--- src/rtl/if_pkg.sv ---
// rtl/if_pkg.sv - shared constants and FSM encoding for the instruction-fetch unit
package if_pkg;
    localparam int          IF_PC_WIDTH = 10;
    localparam logic [31:0] IF_NOP      = 32'b0;

    localparam logic [1:0] ST_IDLE = 2'd0;
    localparam logic [1:0] ST_REQ  = 2'd1;
    localparam logic [1:0] ST_WAIT = 2'd2;
    localparam logic [1:0] ST_FULL = 2'd3;
endpackage

--- src/rtl/inst_fetch_unit_if.sv ---
// rtl/inst_fetch_unit_if.sv - IM request/response, branch, hazard and IF/ID-facing signals
interface inst_fetch_unit_if #(
    parameter int PC_WIDTH = if_pkg::IF_PC_WIDTH
);
    logic                oIM_req;
    logic [PC_WIDTH-1:0] oIM_addr;
    logic                iIM_ack;
    logic [31:0]         iIM_data;
    logic                iBRANCH_taken;
    logic [PC_WIDTH-1:0] iBRANCH_target;
    logic                do_hazard;
    logic [31:0]         oIF_instruction;
    logic [PC_WIDTH-1:0] oIF_current_pc;
    logic                oIF_valid;

    modport master (
        output oIM_req, oIM_addr, oIF_instruction, oIF_current_pc, oIF_valid,
        input  iIM_ack, iIM_data, iBRANCH_taken, iBRANCH_target, do_hazard
    );

    modport slave (
        input  oIM_req, oIM_addr, oIF_instruction, oIF_current_pc, oIF_valid,
        output iIM_ack, iIM_data, iBRANCH_taken, iBRANCH_target, do_hazard
    );
endinterface

--- src/rtl/if_prefetch_fifo.sv ---
// rtl/if_prefetch_fifo.sv - prefetch FIFO of {pc, instr} with flush
// Caller guarantees no push when full and no pop when empty; flush beats push and pop.
module if_prefetch_fifo #(
    parameter int WIDTH = 42,
    parameter int DEPTH = 4,
    parameter int AW    = $clog2(DEPTH),
    parameter int CW    = $clog2(DEPTH) + 1
) (
    input  logic             clk,
    input  logic             rst_n,
    input  logic             flush,
    input  logic             push,
    input  logic [WIDTH-1:0] push_data,
    input  logic             pop,
    output logic [WIDTH-1:0] head,
    output logic [CW-1:0]    count
);
    logic [WIDTH-1:0] mem_q [DEPTH];
    logic [AW-1:0]    wr_ptr_q, wr_ptr_d;
    logic [AW-1:0]    rd_ptr_q, rd_ptr_d;
    logic [CW-1:0]    count_q, count_d;

    always_comb begin
        wr_ptr_d = wr_ptr_q;
        rd_ptr_d = rd_ptr_q;
        count_d  = count_q;
        if (flush) begin
            wr_ptr_d = '0;
            rd_ptr_d = '0;
            count_d  = '0;
        end else begin
            if (push) wr_ptr_d = wr_ptr_q + AW'(1);
            if (pop)  rd_ptr_d = rd_ptr_q + AW'(1);
            count_d = count_q + CW'(push) - CW'(pop);
        end
    end

    always_ff @(posedge clk or negedge rst_n) begin
        if (!rst_n) begin
            wr_ptr_q <= '0;
            rd_ptr_q <= '0;
            count_q  <= '0;
        end else begin
            wr_ptr_q <= wr_ptr_d;
            rd_ptr_q <= rd_ptr_d;
            count_q  <= count_d;
        end
    end

    always_ff @(posedge clk) begin
        if (push && !flush) mem_q[wr_ptr_q] <= push_data;
    end

    assign head  = mem_q[rd_ptr_q];
    assign count = count_q;
endmodule

--- src/rtl/inst_fetch_unit.sv ---
// rtl/inst_fetch_unit.sv - fetch FSM, PC register, credit/discard control, IF/ID output mux
// IF_PERF_CNT_EN adds saturating push/branch counters.
module inst_fetch_unit
    import if_pkg::*;
#(
    parameter int                  PC_WIDTH   = IF_PC_WIDTH,
    parameter int                  FIFO_DEPTH = 4,
    parameter logic [PC_WIDTH-1:0] RESET_PC   = '0
) (
    input  logic clock,
    input  logic reset_n,
    inst_fetch_unit_if.master bus
`ifdef IF_PERF_CNT_EN
    ,
    output logic [15:0] oPERF_fetch_cnt,
    output logic [15:0] oPERF_flush_cnt
`endif
);
    localparam int CW = $clog2(FIFO_DEPTH) + 1;

    logic [1:0]          state_q, state_d;
    logic [PC_WIDTH-1:0] fetch_pc_q, fetch_pc_d;
    logic                discard_q, discard_d;

    logic [CW-1:0]          fifo_count, count_after;
    logic [PC_WIDTH+31:0]   fifo_head;
    logic [PC_WIDTH-1:0]    head_pc;
    logic [31:0]            head_instr;
    logic                   fifo_valid, issue, push, pop, branch;

    assign branch      = bus.iBRANCH_taken;
    assign fifo_valid  = (fifo_count != '0);
    assign issue       = (state_q == ST_REQ) && (fifo_count < CW'(FIFO_DEPTH));
    assign push        = (state_q == ST_WAIT) && bus.iIM_ack && !discard_q && !branch;
    assign pop         = fifo_valid && !bus.do_hazard && !branch;
    assign count_after = fifo_count + CW'(1) - CW'(pop);
    assign head_pc     = fifo_head[32 +: PC_WIDTH];
    assign head_instr  = fifo_head[31:0];

    if_prefetch_fifo #(
        .WIDTH (PC_WIDTH + 32),
        .DEPTH (FIFO_DEPTH)
    ) u_fifo (
        .clk       (clock),
        .rst_n     (reset_n),
        .flush     (branch),
        .push      (push),
        .push_data ({fetch_pc_q, bus.iIM_data}),
        .pop       (pop),
        .head      (fifo_head),
        .count     (fifo_count)
    );

    always_ff @(posedge clock or negedge reset_n) begin
        if (!reset_n) begin
            state_q    <= ST_IDLE;
            fetch_pc_q <= RESET_PC;
            discard_q  <= 1'b0;
        end else begin
            state_q    <= state_d;
            fetch_pc_q <= fetch_pc_d;
            discard_q  <= discard_d;
        end
    end

    always_comb begin
        state_d    = state_q;
        fetch_pc_d = fetch_pc_q;
        discard_d  = discard_q;
        case (state_q)
            ST_IDLE: state_d = ST_REQ;
            ST_REQ:  state_d = issue ? ST_WAIT : ST_FULL;
            ST_WAIT: begin
                if (bus.iIM_ack) begin
                    discard_d = 1'b0;
                    if (discard_q) begin
                        state_d = ST_REQ;
                    end else begin
                        fetch_pc_d = fetch_pc_q + PC_WIDTH'(1);
                        state_d    = (count_after < CW'(FIFO_DEPTH)) ? ST_REQ : ST_FULL;
                    end
                end
            end
            ST_FULL: if (pop) state_d = ST_REQ;
            default: state_d = ST_IDLE;
        endcase
        // A request issued this cycle or still awaiting its ack must have its data dropped.
        if (branch) begin
            fetch_pc_d = bus.iBRANCH_target;
            if (issue || (state_q == ST_WAIT && !bus.iIM_ack)) begin
                discard_d = 1'b1;
                state_d   = ST_WAIT;
            end else begin
                discard_d = 1'b0;
                state_d   = ST_REQ;
            end
        end
    end

    always_comb begin
        bus.oIM_req         = issue;
        bus.oIM_addr        = fetch_pc_q;
        bus.oIF_valid       = fifo_valid;
        bus.oIF_instruction = fifo_valid ? head_instr : IF_NOP;
        bus.oIF_current_pc  = fifo_valid ? head_pc : '0;
    end

`ifdef IF_PERF_CNT_EN
    logic [15:0] fetch_cnt_q, fetch_cnt_d;
    logic [15:0] flush_cnt_q, flush_cnt_d;

    always_comb begin
        fetch_cnt_d = fetch_cnt_q;
        flush_cnt_d = flush_cnt_q;
        if (push && fetch_cnt_q != 16'hFFFF)   fetch_cnt_d = fetch_cnt_q + 16'd1;
        if (branch && flush_cnt_q != 16'hFFFF) flush_cnt_d = flush_cnt_q + 16'd1;
    end

    always_ff @(posedge clock or negedge reset_n) begin
        if (!reset_n) begin
            fetch_cnt_q <= '0;
            flush_cnt_q <= '0;
        end else begin
            fetch_cnt_q <= fetch_cnt_d;
            flush_cnt_q <= flush_cnt_d;
        end
    end

    assign oPERF_fetch_cnt = fetch_cnt_q;
    assign oPERF_flush_cnt = flush_cnt_q;
`endif
endmodule
--- src/flat_wrapper.sv ---
// flat-port wrapper written by rule: the top's interface ports become plain ports
module inst_fetch_unit_flat import if_pkg::*;
#(
    parameter int                  PC_WIDTH   = IF_PC_WIDTH,
    parameter int                  FIFO_DEPTH = 4,
    parameter logic [PC_WIDTH-1:0] RESET_PC   = '0
)
  (clock, reset_n, bus_oIM_req, bus_oIM_addr, bus_oIF_instruction, bus_oIF_current_pc, bus_oIF_valid, bus_iIM_ack, bus_iIM_data, bus_iBRANCH_taken, bus_iBRANCH_target, bus_do_hazard);
  inst_fetch_unit_if #(.PC_WIDTH(PC_WIDTH)) bus_i ();
  input  logic clock;
  input  logic reset_n;
  output wire logic [$bits(bus_i.oIM_req)-1:0] bus_oIM_req;
  output wire logic [$bits(bus_i.oIM_addr)-1:0] bus_oIM_addr;
  output wire logic [$bits(bus_i.oIF_instruction)-1:0] bus_oIF_instruction;
  output wire logic [$bits(bus_i.oIF_current_pc)-1:0] bus_oIF_current_pc;
  output wire logic [$bits(bus_i.oIF_valid)-1:0] bus_oIF_valid;
  input wire logic [$bits(bus_i.iIM_ack)-1:0] bus_iIM_ack;
  input wire logic [$bits(bus_i.iIM_data)-1:0] bus_iIM_data;
  input wire logic [$bits(bus_i.iBRANCH_taken)-1:0] bus_iBRANCH_taken;
  input wire logic [$bits(bus_i.iBRANCH_target)-1:0] bus_iBRANCH_target;
  input wire logic [$bits(bus_i.do_hazard)-1:0] bus_do_hazard;
  assign bus_oIM_req = bus_i.oIM_req;
  assign bus_oIM_addr = bus_i.oIM_addr;
  assign bus_oIF_instruction = bus_i.oIF_instruction;
  assign bus_oIF_current_pc = bus_i.oIF_current_pc;
  assign bus_oIF_valid = bus_i.oIF_valid;
  assign bus_i.iIM_ack = bus_iIM_ack;
  assign bus_i.iIM_data = bus_iIM_data;
  assign bus_i.iBRANCH_taken = bus_iBRANCH_taken;
  assign bus_i.iBRANCH_target = bus_iBRANCH_target;
  assign bus_i.do_hazard = bus_do_hazard;
  inst_fetch_unit #(.PC_WIDTH(PC_WIDTH), .FIFO_DEPTH(FIFO_DEPTH), .RESET_PC(RESET_PC)) u_core (.clock(clock), .reset_n(reset_n), .bus(bus_i));
endmodule
--- config.mk ---
export PLATFORM = sky130hd
export DESIGN_NAME = inst_fetch_unit_flat
export DESIGN_NICKNAME = d
export VERILOG_FILES = /design/src/rtl/if_pkg.sv /design/src/rtl/inst_fetch_unit_if.sv /design/src/rtl/if_prefetch_fifo.sv /design/src/rtl/inst_fetch_unit.sv /design/src/flat_wrapper.sv
export SDC_FILE = /design/constraint.sdc
export NUM_CORES = 1
export LEC_CHECK = 0
export ABC_AREA = 1
export CAP_MARGIN = 20
export CORE_AREA = 5 5 184 186
export DETAILED_ROUTE_END_ITERATION = 10
export DIE_AREA = 0 0 189 191
export HOLD_SLACK_MARGIN = 0.12
export PLACE_DENSITY_LB_ADDON = 0.12
export SLEW_MARGIN = 5
export SYNTH_ARGS = -nofsm -noshare
export SYNTH_HDL_FRONTEND = slang
export SYNTH_SLANG_ARGS = --single-unit
--- constraint.sdc ---
create_clock -name clock -period 9.2 [get_ports clock]
set_input_delay 2.76 -clock clock [delete_from_list [all_inputs] [get_ports clock]]
set_output_delay 2.76 -clock clock [all_outputs]
set_load 0.01 [all_outputs]
==> impl_results.md, run 1 <==
* Crit path buf inv count at 2
* Num CTS Buffers at 17
* Final nets at 825
* HPWL after DPL at 11200 um
* Gr ovfl total at 0
* IO Count at 101
* Synth Area in Compound Gates at a little under a tenth
* Primary FF master, synth: edfxtp_1
* DR pass1 iterations at 5
* Worst-margin pin slew at 1.06 ns
* CTS tree: done
* Min Tclk post-route at 6.24 ns
* Largest net degree at the start of global routing at 87
* R2r setup slk at 6.55 ns
* Synthesized-area fraction occupied by adder cells at 1.85%
* CP max stage delay at 1.07 ns
* Worst Path Arrival at around 3.5 ns
* Clk pin slew, worst setup/hold paths at approximately 0.070 ns
* GPL Wtd Cong at 0.706
* Setup tns final at 0 ns
* RSZ-0062 raised after global routing: no
* Area of the core at 32100 um^2
* Post_cts resized at 0
* Die H at 191 um
* Pwr/cell area at 254 nW/um^2
* Final worst-path cycle share at between 60% and 70%
* Initial core utilization at 24.4%
* Cell-internal power at 0.00167 W
* Hold Path Class: reg2reg
* FMAX at around 0.16 GHz
* Max Transition Viols Final at 0
* Max-Cap Viols at 0
* Post-DRT Antenna Nets at 0
* Worst Path Required at 6.44 ns
* Synth top area cells: edfxtp_1 (64%), nor2_1 (8.8%), dfrtp_1 (6.4%), o21ai_0 (5.4%), a21oi_1 (2.9%)
* Critical path endpoint category: output port
* GRT Total Usage at approximately 11%
* Syn_nets at 733
* Clock sinks at roughly 190
* Mapped Cells at 675
* Setup Crit Path Kind: reg2out
* Global-route wire length before repair at 30900 um
* Largest buffer count on any clock path at 2
* Die area at 36100 um^2
* ANT cells at 0
* Gate power share at 28.3%
* Post-Syn Area at about 8000 um^2
* Crit-path slowest cell: dfrtp_2
* Worst-Skew Late Latency at around 0.43 ns
* CP delay by family, top: buffers and inverters
* Total vias in the final route at 5071
* Clock Root Buffer: clkbuf_16
* Simple-gate share of the synthesized area at ~13%
* Syn Area/Cell at 11.6 um^2
* Rows at 66
* Filler Cell Count at 3248
* Die X at 189 um
* Post-synthesis register bit count at 188
* Sw power at 0.000832 W
* Final setup fails at 0
* Post-synth top area cell: edfxtp_1
* Max-Slew Margin vs Limit at 29.0%
* Sequential share of power at 42.1%
* FFs w/ async S/R, synth at 10.6%
* Worst path cell trace: inv_2 -> nor2_1 -> o21ai_0 -> a21oi_1 -> clkdlybuf4s50_1
* Crit-path max FO at 44
* Status: completed
* Clock group share of total power at 29.6%
* Post-synth EDFFs at 168
* Number of remaining DRC errors at 0
* Layout cells sized above 1 at 7.69%
* Vias in the first global route at around 5000
* Hold_ws at 0.555 ns
* Worst Setup Start Kind: register
* XOR/XNOR share of the synthesized area at less than 1%
* Sequential area share after synthesis at 70.6%
* Clock skew at 0.0120 ns
* Largest family of logic cells by synthesized area: simple AND/OR/NAND/NOR gates
* Post-synth top area share at around 64%
* Post-Route WL at roughly 20000 um
* Wire per inst at 16.8 um
* Lkg Pwr at around 3.4 nW
* Final-report hold violation count at 0
* PnR Total Power at 0.00251 W
* Initial antenna violation count at 1
* Mux contribution to synthesized area at 0%
* Post-CTS Hold Buffers at 0
* Net Sw Frac at 33.2%
* Count of unique library cells instantiated by Yosys at 31
* Vias/cell at 4.27
* Input/output buffers at 100
* Area delta synth->final at 25.5%
* H-tree depth at 4
* Setup Fix Bufs, Post-CTS at 0
* Yosys warns at 0
* Max IR drop VDD at 0.141 mV
* DRT iter0 DRCs at ~290
[logic make-up after synthesis]
family	count (synthesis)
adders and majority gates	11
xor gates and xnor gates	4
DFF	188
buffers and inverters	65
AOI/OAI and AO/OA	145
and+or+nand+nor	262
[per-layer routing]
| layer | up-vias | wire length, um | global-route usage [%] |
|---|---|---|---|
| met2 | 101 | 9090 | 17.8 |
| li1 | 2513 | - | - |
| met4 | 2 | 108 | 2.02 |
| met3 | 7 | 820 | 3.03 |
| met1 | 2448 | 9940 | 15.6 |
| met5 | - | 7 | 0 |
[area by class of cell]
| cell class | count | area [um^2] | area share (%) |
|---|---|---|---|
| sequential | 188 | 5550 | 56.4 |
| multi-input combinational | 422 | 2010 | 20.4 |
| timing repair buffer | 107 | 1060 | 10.8 |
| tap | 408 | 510 | 5.18 |
| clock buffer | 18 | 429 | 4.36 |
| clock inverter | 14 | 174 | 1.77 |
| inverter | 31 | 119 | 1.21 |
[sequential cells by signal, indices dropped and copies added (netlist names)]
signal,flops
u_core.u_fifo.mem_q,168
u_core.u_fifo.count,3
u_core.discard_q,1
u_core.u_fifo.wr_ptr_q,2
u_core.u_fifo.rd_ptr_q,2
u_core.state_q,2
u_core.bus.oIM_addr,10
[stage by stage]
| step | instance area (um^2) | instances | setup slack, ns | utilization, % |
|---|---|---|---|---|
| 2_1_floorplan | 7850 | 675 | 3.75 | - |
| 3_3_place_gp | 9230 | 1155 | 3.34 | 28.7 |
| 3_5_place_dp | 9230 | 1155 | 3.36 | 28.7 |
| 4_1_cts | 9830 | 1187 | 2.86 | 30.6 |
| 5_1_grt | 9850 | 1188 | 2.69 | 30.7 |
| 6_report | 9850 | 1188 | 2.96 | 30.7 |
[layout by cell type, fill, tap and decap left out, types with 2 or more instances in the layout]
master	n
nor2_1	180
edfxtp_1	168
clkdlybuf4s50_1	100
o21ai_0	84
nand2_1	54
a21oi_1	46
inv_1	24
dfrtp_1	18
clkbuf_16	17
nand3_1	11
ha_1	10
o21ai_1	9
inv_2	6
nor2_4	6
inv_8	6
buf_4	6
o211ai_1	5
clkinv_4	4
xor2_1	3
nor2_2	2
nand2_2	2
nor3_1	2
clkinv_8	2
[path summary, 6_finish.rpt]
path / start / endpoint / depth (start not counted)
min reg2reg: u_core.state_q[1] / u_core.state_q[1] / 2
max in group asynchronous: reset_n / u_core.bus.oIM_addr[9] / 2
min in group asynchronous: reset_n / u_core.bus.oIM_addr[1] / 1
min: u_core.state_q[1] / u_core.state_q[1] / 2
max reg2reg: u_core.state_q[0] / u_core.u_fifo.mem_q[3][25] / 9
max: u_core.u_fifo.rd_ptr_q[1] / bus_oIF_current_pc[2] / 5
[power by group through the flow]
stage | combinational (W) | clock [W] | sequential (W)
after global placement | 0.000734 | 0 | 0.00108
after floorplan | 0.000411 | 0 | 0.00102
after CTS | 0.000735 | 0.000764 | 0.00106
final | 0.000709 | 0.000742 | 0.00106
after global routing | 0.000801 | 0.000807 | 0.00107
after detailed placement | 0.000731 | 0 | 0.00108
[cell usage after synthesis, types with 4 or more instances]
master / number
nor2_1: 184
o21ai_1: 9
o211ai_1: 5
o21ai_0: 84
nand2_1: 54
clkbuf_2: 4
clkbuf_1: 6
nand3_1: 11
dfrtp_1: 20
inv_2: 6
edfxtp_1: 168
inv_1: 24
ha_1: 10
buf_6: 7
buf_2: 15
a21oi_1: 46
[tightest hold or removal path, stage by stage, from the launching register on]
cell	delay [ns]
dfrtp_1	0.40
a21oi_1	0.09
nand2_1	0.04
No activity file was read; power rests on OpenSTA's default activity.
==> inputs of run 2 (changes only) <==
Clock period 9.2 ns to 6 ns, I/O delays scaled along.
==> run 2 against run 1 <==
Compared with the run above: worst hold slack got worse by 0.0062 ns; global-route usage increased by 0.16 points; total power up 54%; via count increased by 0.79%; critical endpoint is now bus_oIF_current_pc[7]; largest cell class unchanged; largest power group unchanged; highest routed layer unchanged.
==> impl_results.md, run 2 (same netlist as run 1, synthesis figures left out) <==
* Worst path cell trace: inv_2 -> nor2_1 -> o21ai_0 -> a21oi_1 -> clkdlybuf4s50_1
* Global-route wire length before repair at 31400 um
* Most common cell after layout, fill and taps aside: nor2_1
* Largest buffer count on any clock path at 2
* Setup Fix Bufs, Post-CTS at 0
* Crit path launch: u_core.u_fifo.rd_ptr_q[1]
* Die H at ~190 um
* Final nets at 828
* Post-CTS Hold Buffers at 0
* Post-DRT Antenna Nets at 0
* Setup tns final at 0 ns
* Worst Path Required at 4.20 ns
* Vias in the first global route at 5150
* GRT Total Usage at 11.4%
* Final setup margin at around 0.8 ns
* Post_cts resized at 0
* Worst Path Arrival at between 3 and 4 ns
* FMAX at just under 0.2 GHz
* Die area at 36100 um^2
* Max-Cap Viols at 0
* Rows at 66
* Total vias in the final route at 5111
* Num CTS Buffers at 17
* Final setup fails at 0
* IO Count at 101
* Post-Route WL at 20300 um
* RSZ-0062 raised after global routing: no
* Pwr/cell area at approximately 390 nW/um^2
* Status: completed
* Area of the core at about 32000 um^2
* Clock skew at 0.00932 ns
* Hold Path Class: reg2reg
* DRT iter0 DRCs at around 250
* Most frequent cells in the layout: nor2_1 (180), edfxtp_1 (168), clkdlybuf4s50_1 (100)
* Lkg Pwr at around 3.4 nW
* Area delta synth->final at 25.6%
* HPWL after DPL at ~12000 um
* Crit-path slowest cell: dfrtp_2
* Max IR drop VDD at 0.202 mV
* Worst Setup Start Kind: register
* Final worst-path cycle share at 86.5%
* Min Tclk post-route at 5.19 ns
* Die X at 189 um
* Clock Root Buffer: clkbuf_16
* Clk pin slew, worst setup/hold paths at 0.08 ns
* CP max stage delay at about 1.0 ns
* Gr ovfl total at 0
* Biggest register: u_core.u_fifo.mem_q
* H-tree depth at 4
* Setup Crit Path Kind: reg2out
* Crit path buf inv count at 2
* Max-Slew Margin vs Limit at 32.7%
* Clock sinks at approximately 190
* Input/output buffers at 100
* Vias/cell at 4.29
* ANT cells at 0
* Worst-margin pin slew at 1.01 ns
* GPL Wtd Cong at 0.712
* Place WS at 1.15 ns
* Wire per inst at 17.1 um
* Worst-Skew Late Latency at 0.43 ns
* CTS tree: done
* Initial antenna violation count at 1
* Critical hold path startpoint: u_core.state_q[1]
* Max Transition Viols Final at 0
* DR pass1 iterations at 7
* Worst R2R Start: u_core.state_q[0]
* Initial core utilization at 24.4%
* Critical path endpoint category: output port
* Number of remaining DRC errors at 0
* Crit-path max FO at 44
* Final-report hold violation count at 0
* Largest net degree at the start of global routing at 86
* Layout cells sized above 1 at between 8 and 9%
* CP delay by family, top: buffers and inverters
* Flip-flop count of the largest register after layout at ~170
## run 2: cell count changes in the layout (fill, tap and decap cells not counted), sizes merged
cell      previous run  this run
clkinvlp             0         2
clkbuf              18        17
clkinv               6         5
buf                  7        10
## run 2: area by class of cell
class,instances,area (um^2)
Sequential cell,188,5550
Clock buffer,17,425
Timing Repair Buffer,110,1080
Inverter,31,119
Tap cell,408,510
Clock inverter,15,175
Multi-Input combinational cell,422,2010
Fill cell,3236,22300
## run 2: layer usage
| metal | share of wire [%] | routed length, um | GRT usage, % |
|---|---|---|---|
| met3 | 4.1 | 826 | 2.79 |
| met4 | 0.79 | 160 | 2.44 |
| met2 | 45 | 9120 | 17.6 |
| met5 | 0.054 | 11 | 0 |
| met1 | 50 | 10200 | 16.2 |
## run 2: power by group
part,switching [W],leakage (nW),internal [W],total [W]
logic,0.000679,1.36,0.000488,0.00117
clock network,0.000550,0.288,0.000597,0.00115
registers,0.0000710,1.76,0.00148,0.00156
## run 2: final timing paths
path	to	slack, ns	cells past startpoint
setup / recovery	bus_oIF_current_pc[7]	0.81	5
hold / removal	u_core.state_q[1]	0.55	2
max in group asynchronous	u_core.u_fifo.rd_ptr_q[0]	4.02	2
hold reg to reg	u_core.state_q[1]	0.55	2
min in group asynchronous	u_core.bus.oIM_addr[5]	1.72	2
setup reg to reg	u_core.u_fifo.mem_q[1][2]	3.42	9
## run 2: worst min-delay path, delay by kind of cell, from the launching register on
kind             cells  cell delay (ns)
AO/OA/AOI/OAI        1             0.08
flip-flops           1             0.39
AND/OR/NAND/NOR      1             0.05
## run 2: through the flow
step | total power [W] | std cells | hold WS (ns) | cell area, um^2 | util [%]
6_report | 0.00387 | 1191 | 0.548 | 9860 | 30.7
5_1_grt | 0.00411 | 1191 | 0.600 | 9860 | 30.7
4_1_cts | 0.00395 | 1191 | 0.553 | 9860 | 30.7
3_5_place_dp | 0.00278 | 1159 | 0.535 | 9260 | 28.8
3_3_place_gp | 0.00279 | 1159 | 0.544 | 9260 | 28.8
2_1_floorplan | 0.00219 | 675 | 0.501 | 7850 | -
==> inputs of run 3 (changes only) <==
Settings changed: HOLD_SLACK_MARGIN 0.12 to 0.06.
==> results of run 3 <==
Final layout, timing and power as in run 2 (identical DEF).
